## config.mk

```make
export PLATFORM = sky130hd
export DESIGN_NAME = fetch_prefetch_queue
export DESIGN_NICKNAME = d
export VERILOG_FILES = /design/src/rtl/fetch_prefetch_queue.sv
export SDC_FILE = /design/constraint.sdc
export NUM_CORES = 1
export LEC_CHECK = 0
export ABC_AREA = 0
export BUFFER_PORTS_ARGS = -buffer_cell sky130_fd_sc_hd__buf_2
export CAP_MARGIN = 20
export CORE_ASPECT_RATIO = 0.5
export CORE_UTILIZATION = 58
export DETAILED_ROUTE_END_ITERATION = 8
export HOLD_SLACK_MARGIN = 0.15
export PLACE_DENSITY_LB_ADDON = 0.05
export SLEW_MARGIN = 20
export SYNTH_ARGS = -nofsm -noshare
export SYNTH_HDL_FRONTEND = slang
export SYNTH_SLANG_ARGS = --single-unit
```

## constraint.sdc

```tcl
create_clock -name clk -period 3.2 [get_ports clk]
set_clock_uncertainty 0.05 [all_clocks]
set_input_delay 0.32 -clock clk [delete_from_list [all_inputs] [get_ports clk]]
set_output_delay 0.32 -clock clk [all_outputs]
set_load 0.02 [all_outputs]
```

## src/rtl/fetch_prefetch_queue.sv

```systemverilog
// Instruction prefetch queue: walks a word-aligned fetch PC, captures 1-cycle-latency read
// data with its PC in a small FIFO and hands instructions to decode; branches flush and redirect.
module fetch_prefetch_queue #(
  parameter int unsigned DEPTH    = 4,
  parameter logic [31:0] RESET_PC = 32'h0000_0000
) (
  input  logic        clk,
  input  logic        rst,
  output logic        mem_req,
  output logic [31:0] mem_addr,
  input  logic [31:0] mem_rdata,
  input  logic        branch_taken,
  input  logic [31:0] branch_target,
  output logic        out_valid,
  input  logic        out_ready,
  output logic [31:0] out_pc,
  output logic [31:0] out_instr
);

  localparam int unsigned CW = $clog2(DEPTH + 1);
  localparam int unsigned PW = $clog2(DEPTH);
  localparam logic [CW:0] DEPTH_W = (CW + 1)'(DEPTH);
  localparam logic [PW-1:0] LAST_PTR = PW'(DEPTH - 1);

  logic [CW-1:0] count_q, count_d;
  logic [PW-1:0] rd_ptr_q, rd_ptr_d;
  logic [PW-1:0] wr_ptr_q, wr_ptr_d;
  logic [31:0]   fetch_pc_q, fetch_pc_d;
  logic [31:0]   inflight_pc_q, inflight_pc_d;
  logic          inflight_q, inflight_d;

  logic [31:0]   pc_mem    [DEPTH];
  logic [31:0]   instr_mem [DEPTH];

  logic [CW:0]   occupancy;
  logic          push;
  logic          pop;

  function automatic logic [PW-1:0] ptr_inc(input logic [PW-1:0] ptr);
    return (ptr == LAST_PTR) ? '0 : ptr + 1'b1;
  endfunction

  // Outstanding read reserves a slot so its data can never overflow the FIFO.
  assign occupancy = {1'b0, count_q} + {{CW{1'b0}}, inflight_q};
  assign mem_req   = rst & ~branch_taken & (occupancy < DEPTH_W);
  assign mem_addr  = fetch_pc_q;

  assign out_valid = (count_q != '0);
  assign out_pc    = out_valid ? pc_mem[rd_ptr_q] : '0;
  assign out_instr = out_valid ? instr_mem[rd_ptr_q] : '0;

  assign push = inflight_q & ~branch_taken;
  assign pop  = out_valid & out_ready & ~branch_taken;

  always_comb begin
    count_d       = count_q;
    rd_ptr_d      = rd_ptr_q;
    wr_ptr_d      = wr_ptr_q;
    fetch_pc_d    = fetch_pc_q;
    inflight_pc_d = inflight_pc_q;
    inflight_d    = mem_req;
    if (branch_taken) begin
      count_d    = '0;
      rd_ptr_d   = '0;
      wr_ptr_d   = '0;
      fetch_pc_d = branch_target & 32'hFFFF_FFFC;
    end else begin
      if (push) begin
        wr_ptr_d = ptr_inc(wr_ptr_q);
      end
      if (pop) begin
        rd_ptr_d = ptr_inc(rd_ptr_q);
      end
      if (push && !pop) begin
        count_d = count_q + 1'b1;
      end else if (pop && !push) begin
        count_d = count_q - 1'b1;
      end
      if (mem_req) begin
        fetch_pc_d    = fetch_pc_q + 32'd4;
        inflight_pc_d = fetch_pc_q;
      end
    end
  end

  always_ff @(posedge clk or negedge rst) begin
    if (!rst) begin
      count_q       <= '0;
      rd_ptr_q      <= '0;
      wr_ptr_q      <= '0;
      fetch_pc_q    <= RESET_PC;
      inflight_pc_q <= '0;
      inflight_q    <= 1'b0;
    end else begin
      count_q       <= count_d;
      rd_ptr_q      <= rd_ptr_d;
      wr_ptr_q      <= wr_ptr_d;
      fetch_pc_q    <= fetch_pc_d;
      inflight_pc_q <= inflight_pc_d;
      inflight_q    <= inflight_d;
    end
  end

  // Storage needs no reset: entries are only visible once count says they were written.
  always_ff @(posedge clk) begin
    if (push) begin
      pc_mem[wr_ptr_q]    <= inflight_pc_q;
      instr_mem[wr_ptr_q] <= mem_rdata;
    end
  end

endmodule

```

### Yosys cells after proc, flatten, opt, wreduce, memory -nomap -nowiden

Memories as Yosys holds them, arrays and structs flattened.
Cells that the tools add are included.

| storage, ports and cells | value |
|---|---|
| register bits | 72 |
| bits in writable memories | 256 |
| input bits | 68 |
| output and inout bits | 98 |
| logic and storage cells | 48 |
| memories kept | 2 |

| cells by class | value |
|---|---|
| add/sub/neg operators | 6 |
| magnitude comparators | 1 |
| equal/unequal tests | 2 |
| mux-type cells | 15 |
| bitwise logic cells | 6 |
| reduce and logical (&&, ||, !) cells | 10 |

Memories:

| memory | words | width | rd ports | clocked after Yosys merged registers in | wr ports | line | text |
|---|---|---|---|---|---|---|---|
| instr_mem | 4 | 32 | 1 | 0 | 1 | 33 | `logic [31:0] instr_mem [DEPTH];` |
| pc_mem | 4 | 32 | 1 | 0 | 1 | 32 | `logic [31:0] pc_mem [DEPTH];` |

Operators with widths:

| kind | number |
|---|---|
| 32-bit two-way mux | 4 |
| 32-bit by 3-bit adder with 32-bit output (second input constant) | 1 |
| 2-bit two-way mux | 6 |
| 3-bit two-way mux | 3 |
| 2-bit nonzero test | 3 |
| 3-bit nonzero test | 2 |
| 1-bit AND | 5 |
| 2-bit by 1-bit adder with 2-bit output (second input constant) | 2 |
| 3-bit by 1-bit adder with 4-bit output | 1 |
| 2-bit equality test (second input constant) | 2 |
| 4-bit by 3-bit < comparator with 1-bit output (second input constant) | 1 |
| 3-bit by 1-bit adder with 3-bit output (second input constant) | 1 |
| 3-bit by 1-bit subtractor with 3-bit output (second input constant) | 1 |
| 1-bit logical AND | 2 |
| 1-bit logical NOT | 2 |
| 1-bit two-way mux | 2 |
| 2-bit AND reduction | 1 |
| 1-bit NOT | 1 |

### Longest topological paths before layout

| logic depth | value |
|---|---|
| depth in word-level cells | 7 |
| mapped depth | 8 |

### Worst setup path before layout

OpenSTA, ideal clock, no wires.

| timing path | value |
|---|---|
| path type | input -> register |
| from | input branch_taken |
| to | memory instr_mem[0][0], enable pin |
| arrival | 2.180 ns |
| setup slack | 0.543 ns |
| stages | 3 |
| cell sequence | clkbuf_1 > nor2_1 > and2_1 |

| between the ends | value |
|---|---|
| word-level cells in the longest chain between the ends | 4 |

Ends and longest elaborated chain:

| item | line | text |
|---|---|---|
| start: declaration | 12 | `input logic branch_taken,` |
| 1-bit NOT (no line) | n/a |  |
| 1-bit AND | 52 | `assign push = inflight_q & ~branch_taken;` |
| 1-bit two-way mux | 106 | `if (push) begin` |
| 1-bit two-way mux (implied by the code) | 108 | `instr_mem[wr_ptr_q] <= mem_rdata;` |
| end: declaration | 33 |  |

Every way passes these cells.

### Worst setup path after layout

| timing path | value |
|---|---|
| from | register rd_ptr_q[0] |
| to | output out_pc[19] |

| between the ends | value |
|---|---|
| word-level cells in the longest chain between the ends | 2 |

Ends and longest elaborated chain:

| item | line | text |
|---|---|---|
| start: declaration | 26 | `logic [PW-1:0] rd_ptr_q, rd_ptr_d;` |
| start signal: assignment | 96 | `rd_ptr_q <= rd_ptr_d;` |
| memory read 4 x 32 bit | n/a |  |
| 32-bit two-way mux | 49 | `assign out_pc = out_valid ? pc_mem[rd_ptr_q] : '0;` |
| end: declaration | 16 | `output logic [31:0] out_pc,` |

Every way passes these cells.

==> metrics <==
total grt overflow 0; P_leak 5.86 nW; Seq/Total Area, Yosys 71.4%; Final Max Slew Viols 0; io pins 166; post-CTS setup buffers 0; CTS buffer count 27; global-route wire length before repair 42.4 mm; VDD IR-drop max 0.379 mV; post-DR wirelength/cell 20.2 um; library cells used by synthesis 52; CTS tree yes; Synth top cells by count edfxtp_1, nand2_1, and2_1, dfrtp_1, mux4_2; H-Tree Depth 1; I/O Buffers 159; slew margin rel. 36.5%; Die ar. 22700 um2; Die H 107 um; Crit Path Max Fanout 29; Mean Syn Cell Area 16.2 um2; startpoint types register; most common cell in the synthesized netlist edfxtp_1; Post-DRT Antenna Nets 0; area occupied by multi-input gates 3450 um2; Clock Root Buffer clkbuf_16; post-synth top area cell edfxtp_1; Pre-antenna DRT Iters 6; Yosys warnings 0; Worst Setup End Kind primary output; Pwr Density 753 nW/um2; worst-case clock buffer depth 3; Worst Hold Class input port to register; share of cells above drive strength 1 28.3%; CP Data Required Time 2.83 ns; Total GRT Usage 24.9%; cell breakdown of the critical path buf_4 -> mux4_2 -> and2_1 -> buf_2; fillers 1481; Post-Synthesis Cells 792; ys flop type edfxtp_1; routability cong. 0.802; WP buf/inv 2; synthesized area 12800 um2; Max-Cap Viols 0; Final min period 2.97 ns; Worst-Margin Slew 0.952 ns; fin area 15500 um2; core region area 21700 um2; status finished, final reports clean; CP max stage delay 0.83 ns; RSZ-0062 raised after global routing no; CTS resizes 0; pin count of the biggest net entering global routing 69; initial antenna violation count 0; DRT Wirelength 27.1 mm; Power, Total 11.7 mW; drc violations 0; Worst-Skew Late Latency 0.54 ns; Post-DP Area 14000 um2; share of the synthesized area in the top cell type 58.1%; number of flops mapped to enable cells by yosys 248; Die Wd 212 um; CP max stage cell dfrtp_4; Fmax 337 MHz; clock slew at reported path FFs 0.07 ns; HPWL Detailed 15.6 mm; CP top delay family flip-flops; FF+latch count, synth 316; Vias 7613; Final Setup Violations 0; Crit path arrival time 2.60 ns; register area 9160 um2; DR vias/cell 5.68; Sink Count 316; Initial Utilization 59.1%; Hold-fix buffers, CTS 66; Crit Path Class register to primary output; vias in the first global route 7706; Std-Cell Rows 38; P&R area growth vs syn 21.3%; post-route setup TNS 0 ns; drt first-iter violations 496; Async S/R FF share, synth 21.5%; Final Hold Violating Endpoints 0; largest cells by area after synthesis edfxtp_1, dfrtp_1, mux4_2, nand2_1, and2_1; fin crit share 92.8%; nets 1095; # diodes 0
-- where the power goes --
part / total, mW / switching, mW / leakage [nW] / internal, mW
clock: 3.25 / 1.41 / 0.436 / 1.83
combinational: 3.11 / 1.82 / 2.33 / 1.28
sequential: 5.35 / 0.432 / 3.09 / 4.92
total: 11.7 / 3.67 / 5.86 / 8.03
-- registers in the layout, summed over array words and instances (netlist names) --
register       flops
count_q            3
inflight_pc_q     30
inflight_q         1
instr_mem        128
mem_addr          30
pc_mem           120
rd_ptr_q           2
wr_ptr_q           2
-- final timing paths --
kind	start	to	slack [ns]	cells past startpoint
max in group asynchronous	rst	rd_ptr_q[1]$_DFFE_PN0P_	1.88	3
min in group asynchronous	rst	inflight_pc_q[25]$_DFFE_PN0P_	0.50	3
setup reg to reg	mem_addr[2]$_DFFE_PN0P_	mem_addr[23]$_DFFE_PN0P_	0.71	5
hold reg to reg	inflight_pc_q[10]$_DFFE_PN0P_	pc_mem[2][10]$_DFFE_PP_	0.47	0
hold / removal	branch_target[20]	mem_addr[20]$_DFFE_PN0P_	0.47	3
setup / recovery	rd_ptr_q[0]$_DFFE_PN0P_	out_pc[19]	0.23	4
-- per-stage QoR --
stage	std cells	util, %	hold slack [ns]	setup WS (ns)
after floorplan	795	-	-0.0256	0.543
after global placement	1225	64.6	0.438	0.756
after detailed placement	1225	64.6	0.455	0.742
after CTS	1340	71.7	0.459	0.149
after global routing	1340	71.7	0.459	0.0755
final	1340	71.7	0.465	0.231
-- final cells by class --
| cell class | instances | area share [%] |
|---|---|---|
| clock buffers | 31 | 4.57 |
| clock inverters | 18 | 1.06 |
| inverters | 8 | 0.193 |
| multi-input cells | 426 | 22.2 |
| flip-flops and latches | 316 | 58.9 |
| well taps | 300 | 2.42 |
| repair buffers | 241 | 10.6 |
-- cell families (layout without fill, tap and decap cells) --
logic type / count (synthesis) / in the layout / share of synthesized area (%)
flip-flops: 316 / 316 / 71.4
AND/OR/NAND/NOR: 283 / 283 / 11.2
multiplexers: 68 / 68 / 11.4
AO/OA/AOI/OAI: 60 / 60 / 3.10
buffers and inverters: 53 / 298 / 1.83
adder cells (fa/ha/maj): 7 / 7 / 0.742
XOR/XNOR: 4 / 4 / 0.274
other: 1 / 4 / 0.0293
-- worst reg2reg max path, delay by kind of cell, from the launching register on --
family | cells | cell delay [ns]
flops | 1 | 0.50
compound gates | 2 | 0.44
simple gates | 3 | 1.37
-- layer usage --
layer / share of wire (%) / vias to the layer above / GRT usage, %
met5: 0 / - / 0
met1: 45 / 3876 / 36.7
met3: 6.4 / 33 / 4.45
met2: 47 / 246 / 39.8
met4: 1.4 / 0 / 4.50
li1: - / 3458 / -
-- cells in the final DEF (no fill, tap or decap), types with 3 or more instances in the layout --
master / n
o211ai_1: 4
nor3_1: 6
inv_1: 7
mux2i_1: 4
dfrtp_1: 66
clkbuf_16: 27
a21o_1: 3
buf_2: 158
and2_1: 65
nor2b_1: 4
nand3b_1: 3
o311ai_0: 6
conb_1: 4
and3_1: 5
clkinv_1: 6
a221o_1: 3
a21oi_1: 11
and2_4: 4
a31oi_1: 3
nand3_1: 23
o21ai_0: 18
nor4_4: 3
dlygate4sd3_1: 66
clkinv_2: 8
xor2_1: 3
a22oi_1: 3
mux4_2: 62
buf_12: 6
nor2_1: 22
nand4b_1: 3
o221ai_1: 3
ha_1: 6
bufinv_16: 3
edfxtp_1: 248
nand4_1: 9
nand2_1: 125
buf_4: 11
No activity file was read; power rests on OpenSTA's default activity.
